<file path="src/rtl/multi_led_pattern.sv">
// Multi-channel active-low LED pattern generator: off / solid / blink / breathe per channel.
// Optional macro BREATHE_EN builds the triangle-wave PWM breathe mode; without it mode 11 blinks.

module multi_led_lane #(
  parameter int BLINK_TICKS = 128
) (
  input  logic       CLK,
  input  logic       RST_N,
  input  logic       EN,
  input  logic       tick_i,
  input  logic       pwm_on,
  input  logic [1:0] mode,
  output logic       led_n
);
  localparam int BW = (BLINK_TICKS > 1) ? $clog2(BLINK_TICKS) : 1;
  localparam logic [BW-1:0] BCNT_MAX = BW'(BLINK_TICKS - 1);

  logic [1:0]    mode_q;
  logic [BW-1:0] bcnt;
  logic          phase;
  logic          on;

  always_comb begin
    on = 1'b0;
    unique case (mode_q)
      2'b00: on = 1'b0;
      2'b01: on = 1'b1;
      2'b10: on = phase;
`ifdef BREATHE_EN
      2'b11: on = pwm_on;
`else
      2'b11: on = phase;
`endif
    endcase
  end

`ifndef BREATHE_EN
  logic unused_pwm_on;
  assign unused_pwm_on = pwm_on;
`endif

  always_ff @(posedge CLK or negedge RST_N) begin
    if (!RST_N) begin
      mode_q <= 2'b00;
      bcnt   <= '0;
      phase  <= 1'b1;
      led_n  <= 1'b1;
    end else begin
      mode_q <= mode;
      led_n  <= ~(EN & on);
      // a mode rewrite restarts the blink and beats a coincident tick
      if (mode != mode_q) begin
        bcnt  <= '0;
        phase <= 1'b1;
      end else if (tick_i) begin
        if (bcnt == BCNT_MAX) begin
          bcnt  <= '0;
          phase <= ~phase;
        end else begin
          bcnt <= bcnt + BW'(1);
        end
      end
    end
  end
endmodule

module multi_led_pattern #(
  parameter int N_CH        = 2,
  parameter int TICK_DIV    = 46875,
  parameter int BLINK_TICKS = 128
) (
  input  logic              CLK,
  input  logic              RST_N,
  input  logic              EN,
  input  logic [2*N_CH-1:0] MODE,
  output logic [N_CH-1:0]   LED_N,
  output logic              TICK
);
  localparam int PW = $clog2(TICK_DIV);
  localparam logic [PW-1:0] PRE_MAX = PW'(TICK_DIV - 1);

  logic [PW-1:0] pre_cnt;
  logic [7:0]    pwm_cnt;
  logic          tick_i;
  logic          pwm_on;

  assign tick_i = EN & (pre_cnt == PRE_MAX);

  always_ff @(posedge CLK or negedge RST_N) begin
    if (!RST_N) begin
      pre_cnt <= '0;
      pwm_cnt <= 8'd0;
      TICK    <= 1'b0;
    end else begin
      TICK <= tick_i;
      if (EN) begin
        pre_cnt <= tick_i ? '0 : pre_cnt + PW'(1);
        pwm_cnt <= pwm_cnt + 8'd1;
      end
    end
  end

`ifdef BREATHE_EN
  logic [7:0] lvl;
  logic       dir_dn;

  // triangle wave: saturate one tick at each end before reversing
  always_ff @(posedge CLK or negedge RST_N) begin
    if (!RST_N) begin
      lvl    <= 8'd0;
      dir_dn <= 1'b0;
    end else if (tick_i) begin
      if (!dir_dn) begin
        if (lvl == 8'hFF) dir_dn <= 1'b1;
        else              lvl    <= lvl + 8'd1;
      end else begin
        if (lvl == 8'h00) dir_dn <= 1'b0;
        else              lvl    <= lvl - 8'd1;
      end
    end
  end

  assign pwm_on = (pwm_cnt < lvl);
`else
  logic unused_pwm;
  assign pwm_on     = 1'b0;
  assign unused_pwm = ^pwm_cnt;
`endif

  for (genvar g = 0; g < N_CH; g++) begin : g_lane
    multi_led_lane #(.BLINK_TICKS(BLINK_TICKS)) u_lane (
      .CLK    (CLK),
      .RST_N  (RST_N),
      .EN     (EN),
      .tick_i (tick_i),
      .pwm_on (pwm_on),
      .mode   (MODE[2*g +: 2]),
      .led_n  (LED_N[g])
    );
  end
endmodule

</file>
<file path="config.mk">
export PLATFORM = sky130hd
export DESIGN_NAME = multi_led_pattern
export DESIGN_NICKNAME = d
export VERILOG_FILES = /design/src/rtl/multi_led_pattern.sv
export SDC_FILE = /design/constraint.sdc
export NUM_CORES = 1
export LEC_CHECK = 0
export ABC_AREA = 1
export BUFFER_PORTS_ARGS = -buffer_cell sky130_fd_sc_hd__buf_4
export CELL_PAD_IN_SITES_DETAIL_PLACEMENT = 1
export CELL_PAD_IN_SITES_GLOBAL_PLACEMENT = 1
export CORE_MARGIN = 1.5
export CORE_UTILIZATION = 49
export CTS_CLUSTER_DIAMETER = 60
export DETAILED_ROUTE_END_ITERATION = 8
export PLACE_DENSITY_LB_ADDON = 0.12
export SYNTH_ARGS = -nofsm -noshare
export SYNTH_HDL_FRONTEND = slang
export SYNTH_SLANG_ARGS = --single-unit
</file>
<file path="constraint.sdc">
create_clock -name CLK -period 2.87 [get_ports CLK]
set_input_delay 0.574 -clock CLK [delete_from_list [all_inputs] [get_ports CLK]]
set_output_delay 0.574 -clock CLK [all_outputs]
set_load 0.01 [all_outputs]
</file>
Word level (Yosys, flattened, before mapping)
Cells that the tools add are included.

Bitwise logic cells: 7. Equality and inequality tests: 11. Add/sub/neg operators: 3. Reductions and logical operators: 10. Mux-type cells: 15.

Operators by type and width (count): $mux 7 (6); $add 16x1->16 const B (1); $eq 16x16->1 const B (1); $mux 16 (1); $add 7x1->7 const B (2); $eq 7x7->1 const B (2); $eq 2x2->1 const B (4); $reduce_bool 2->1 (4); $mux 1 (6); $pmux 1 s3 (2); $eq 2x1->1 const B (2); $logic_not 2->1 (2); $ne 2x2->1 (2); $not 1->1 (4); $reduce_and 2->1 (2); $reduce_or 2->1 (2); $and 1x1->1 (3).

Input bits: 7. Word-level logic and storage cells: 56. Register bits: 39. Output and inout port bits: 3.

Longest topological paths before layout
Depth after elaboration: 5. Mapped depth: 11. Gate-level depth less buffers: 10.

By module
A second synthesis with hierarchy kept.

Cell total of the unflattened synthesis: 309. Area total of the unflattened synthesis: 2260.9 um2.

By module, submodules not included: multi_led_lane (instances 2, seq. area each 277.8 um2, area an instance 633.1 um2, cells each 86); multi_led_pattern (instances 1, seq. area each 425.4 um2, area an instance 994.7 um2, cells each 137).

Worst setup path after synthesis
Ideal clock, no wire load.

Path type: reg2reg. Start point: reg pre_cnt[0]. End point: reg pre_cnt[10]. Slack: 1454 ps. Period minus slack after synthesis: 1416 ps. Buffers on the path: 1. Required time: 2747 ps. Library setup time: 123 ps. Cell stages (with the launch flop): 11. Arrival time: 1293 ps. Path through: dfrtp_1 inv_1 ha_1 inv_1 nor2_1 nand2_2 nor2_4 nand2_4 buf_6 o21ai_0 a21oi_1.

Cells in the longest elaborated chain, start to end: 3. Elaborated cells between the ends (all ways): 4. Those cells by class: add/sub (1); eq/ne (1); mux (1); bitwise (1).

RTL lines: start, declared (RTL line 82) `logic [PW-1:0] pre_cnt;`; start signal, assigned (RTL line 97) `pre_cnt <= tick_i ? '0 : pre_cnt + PW'(1);`; parallel branches: the longest is 2 deep, another holds $add 16x1->16; $mux 16 (*) (RTL line 97).

Mark *: on every way between the ends. A chain may end at the register's enable or synchronous reset.

Worst setup path after layout
Start point: reg pre_cnt[0]. End point: reg pre_cnt[1].

Same word-level chain as after synthesis.

==> flow_metrics.py <==
metrics = {
    "run_status": {
        "outcome": "finished, final reports clean",
    },
    "critical_path": {
        "cp_data_arrival_time_ps": 1810,
        "worstPathMaxFanout": 22,
        "end_kind": "register",
        "crit_type": "register to register",
        "required_ps": 3030,
        "critPathLaunchType": "register",
    },
    "cells_and_area": {
        "area_delta_synth_final_pct": 6.685,
        "fin_util_pct": 55.19,
        "diodes": 0,
        "layout_common_cells": "65 x nand2_1, 42 x nand3_1, 35 x dfrtp_1, 35 x nor2_1, 31 x inv_1",
        "drive_gt1_share_pct": 15.25,
        "fill_cells": 565,
        "nNetsFinal": 306,
        "final_common_cell": "nand2_1",
    },
    "clocking": {
        "cts_made_buffers": 5,
        "cts_tree": "done",
        "clk_latency_ps": 290,
        "cts_sinks": 39,
        "path_clk_slew_ps": 80,
        "root_buffer": "clkbuf_8",
        "cts_max_path_buffers": 2,
        "cts_hold_buf": 0,
        "cts_resized": 0,
        "post_cts_buffers": 0,
        "htreeDepth": 2,
    },
    "synth": {
        "syn_area_sq_um": 2283,
        "synthCells": 286,
        "avgSynthCellArea_sq_um": 7.984,
        "ys_seq_area_share_pct": 42.96,
        "synth_area_leaders": "dfrtp_1 38%, nand2_1 11%, nand3_1 9.2%",
        "synth-seq-cells": 39,
        "synth.distinct_cells": 29,
        "synth_top_cell_by_area": "dfrtp_1",
        "synth_top_area_share_pct": 38.36,
        "synth_nets": 297,
        "yosysWarnings": 0,
    },
    "timing": {
        "finalSetupTns_ps": 0,
        "finalClockSkew_ps": 5.368,
        "rsz0062_at_grt": "false",
        "min_period_over_period_pct": 57.25,
        "whs_ps": 248.1,
        "tightest_slew_ps": 511.9,
        "timing.fmax_ghz": 0.6086,
        "setup_viol": 0,
        "period_needed_ps": 1643,
        "slew_headroom_pct": 65.87,
        "finalHoldViolCount": 0,
        "finalMaxSlewViolations": 0,
        "finalWorstSetupSlack_ps": 1227,
    },
    "floorplanning": {
        "die_h_microns": 71.27,
        "rows": 24,
        "ios": 10,
        "dieArea_sq_um": 5079,
        "initial_core_util_pct": 51.73,
        "die_w_microns": 71.27,
        "core_area_sq_um": 4414,
    },
    "global_route": {
        "grt_pass1_wl_microns": 9211,
        "gr-total-overflow": 0,
        "grt_start_max_net_pins": 40,
        "groute.usage.overall_pct": 22.74,
        "first_global_vias": 1977,
        "antenna_found_initial": 0,
    },
    "power_and_ir_drop": {
        "power.total_w": 0.001394,
        "p_leak_nw": 1.278,
        "p_per_area_nw_per_um2": 572.3,
        "ir_drop_mv": 0.3120,
    },
    "drt": {
        "dr.pass1.iters": 4,
        "vias": 1895,
        "antenna_left": 0,
        "drt_iter0_drc": 85,
        "wire_per_inst_microns": 14.95,
        "vias_per_cell": 5.461,
        "finalWirelength_microns": 5187,
        "route.detailed.drc": 0,
    },
    "flow_run": {
        "cap_violations": 0,
    },
    "placed_design": {
        "dp_hpwl_microns": 3680,
        "io_buffers": 9,
        "place_congestion": 0.7765,
        "pre_cts_ws_ps": 1220,
    },
    "min_path": {
        "min_path_type": "input port to asynchronous set/reset pin",
    },
}
[stage by stage]
| stage | instances | area, sq um |
|---|---|---|
| detailed placement | 340 | 2349 |
| CTS | 347 | 2436 |
| global route | 347 | 2436 |
| global placement | 340 | 2349 |
| finish | 347 | 2436 |
| floorplan | 286 | 2283 |
[path summary, 6_finish.rpt]
kind | from | slack, ps | endpoint | cells after the start
max | pre_cnt[0] | 1230 | pre_cnt[1] | 9
min | RST_N | 250 | pre_cnt[6] | 1
max reg2reg | pre_cnt[0] | 1230 | pre_cnt[1] | 9
min reg2reg | g_lane[0].u_lane.phase | 500 | g_lane[0].u_lane.phase | 2
max in group asynchronous | RST_N | 2240 | g_lane[1].u_lane.phase | 1
min in group CLK | MODE[0] | 400 | g_lane[0].u_lane.mode_q[0] | 1
[synth_stat cells, drive strengths merged]
| master | instances |
|---|---|
| inv | 35 |
| dfrtp | 35 |
| buf | 7 |
| dfstp | 4 |
| ha | 4 |
| nor3 | 3 |
| nand3 | 45 |
| or2 | 1 |
| a21oi | 6 |
| nor3b | 2 |
| o21bai | 3 |
| nor2 | 45 |
| xor2 | 11 |
| o21ai | 6 |
| a21boi | 1 |
| nand2 | 70 |
| nand4 | 8 |
[state kept, by name, summed over array words and instances, names as in the netlist]
signal,flops
TICK,1
g_lane.u_lane.phase,2
pre_cnt,16
g_lane.u_lane.led_n,2
g_lane.u_lane.mode_q,4
g_lane.u_lane.bcnt,14
[logic make-up after synthesis]
kind of cell	after synthesis	synth area share, %
XOR/XNOR	11	4.219
AO/OA/AOI/OAI	16	3.945
buffers and inverters	42	8.712
AND/OR/NAND/NOR	174	37.97
adder cells (fa/ha/maj)	4	2.192
flip-flops	39	42.96
[report_power, final]
group	total [W]	internal (W)	switching, W
logic	0.000290	0.0000969	0.000193
registers	0.000721	0.000625	0.0000964
clock network	0.000383	0.000189	0.000194
[cell type report]
| class | count | area [sq um] | share of cell area, % |
|---|---|---|---|
| Timing Repair Buffer | 9 | 67.56 | 2.773 |
| Clock buffer | 6 | 82.58 | 3.390 |
| Inverter | 35 | 131.4 | 5.393 |
| Multi-Input combinational cell | 205 | 1104 | 45.30 |
| Tap cell | 52 | 65.06 | 2.671 |
| Clock inverter | 1 | 5.005 | 0.2054 |
| Sequential cell | 39 | 980.9 | 40.27 |
[routing by layer]
metal	part of all wire [%]	track usage, %	up-vias
met5	0	0	-
met4	0.64	5.031	0
met3	2.6	4.360	4
met2	53	40.95	22
met1	44	28.30	937
li1	-	-	932
[worst max-delay path, cell delays in order (launching register included)]
cell	delay [ps]
dfrtp_1	410
inv_1	80
ha_1	170
inv_1	50
nor2_1	180
nand2_2	90
nor2_4	130
nand2_4	180
nand2_1	130
o21ai_0	100
Power figures use the tool's default switching activity.
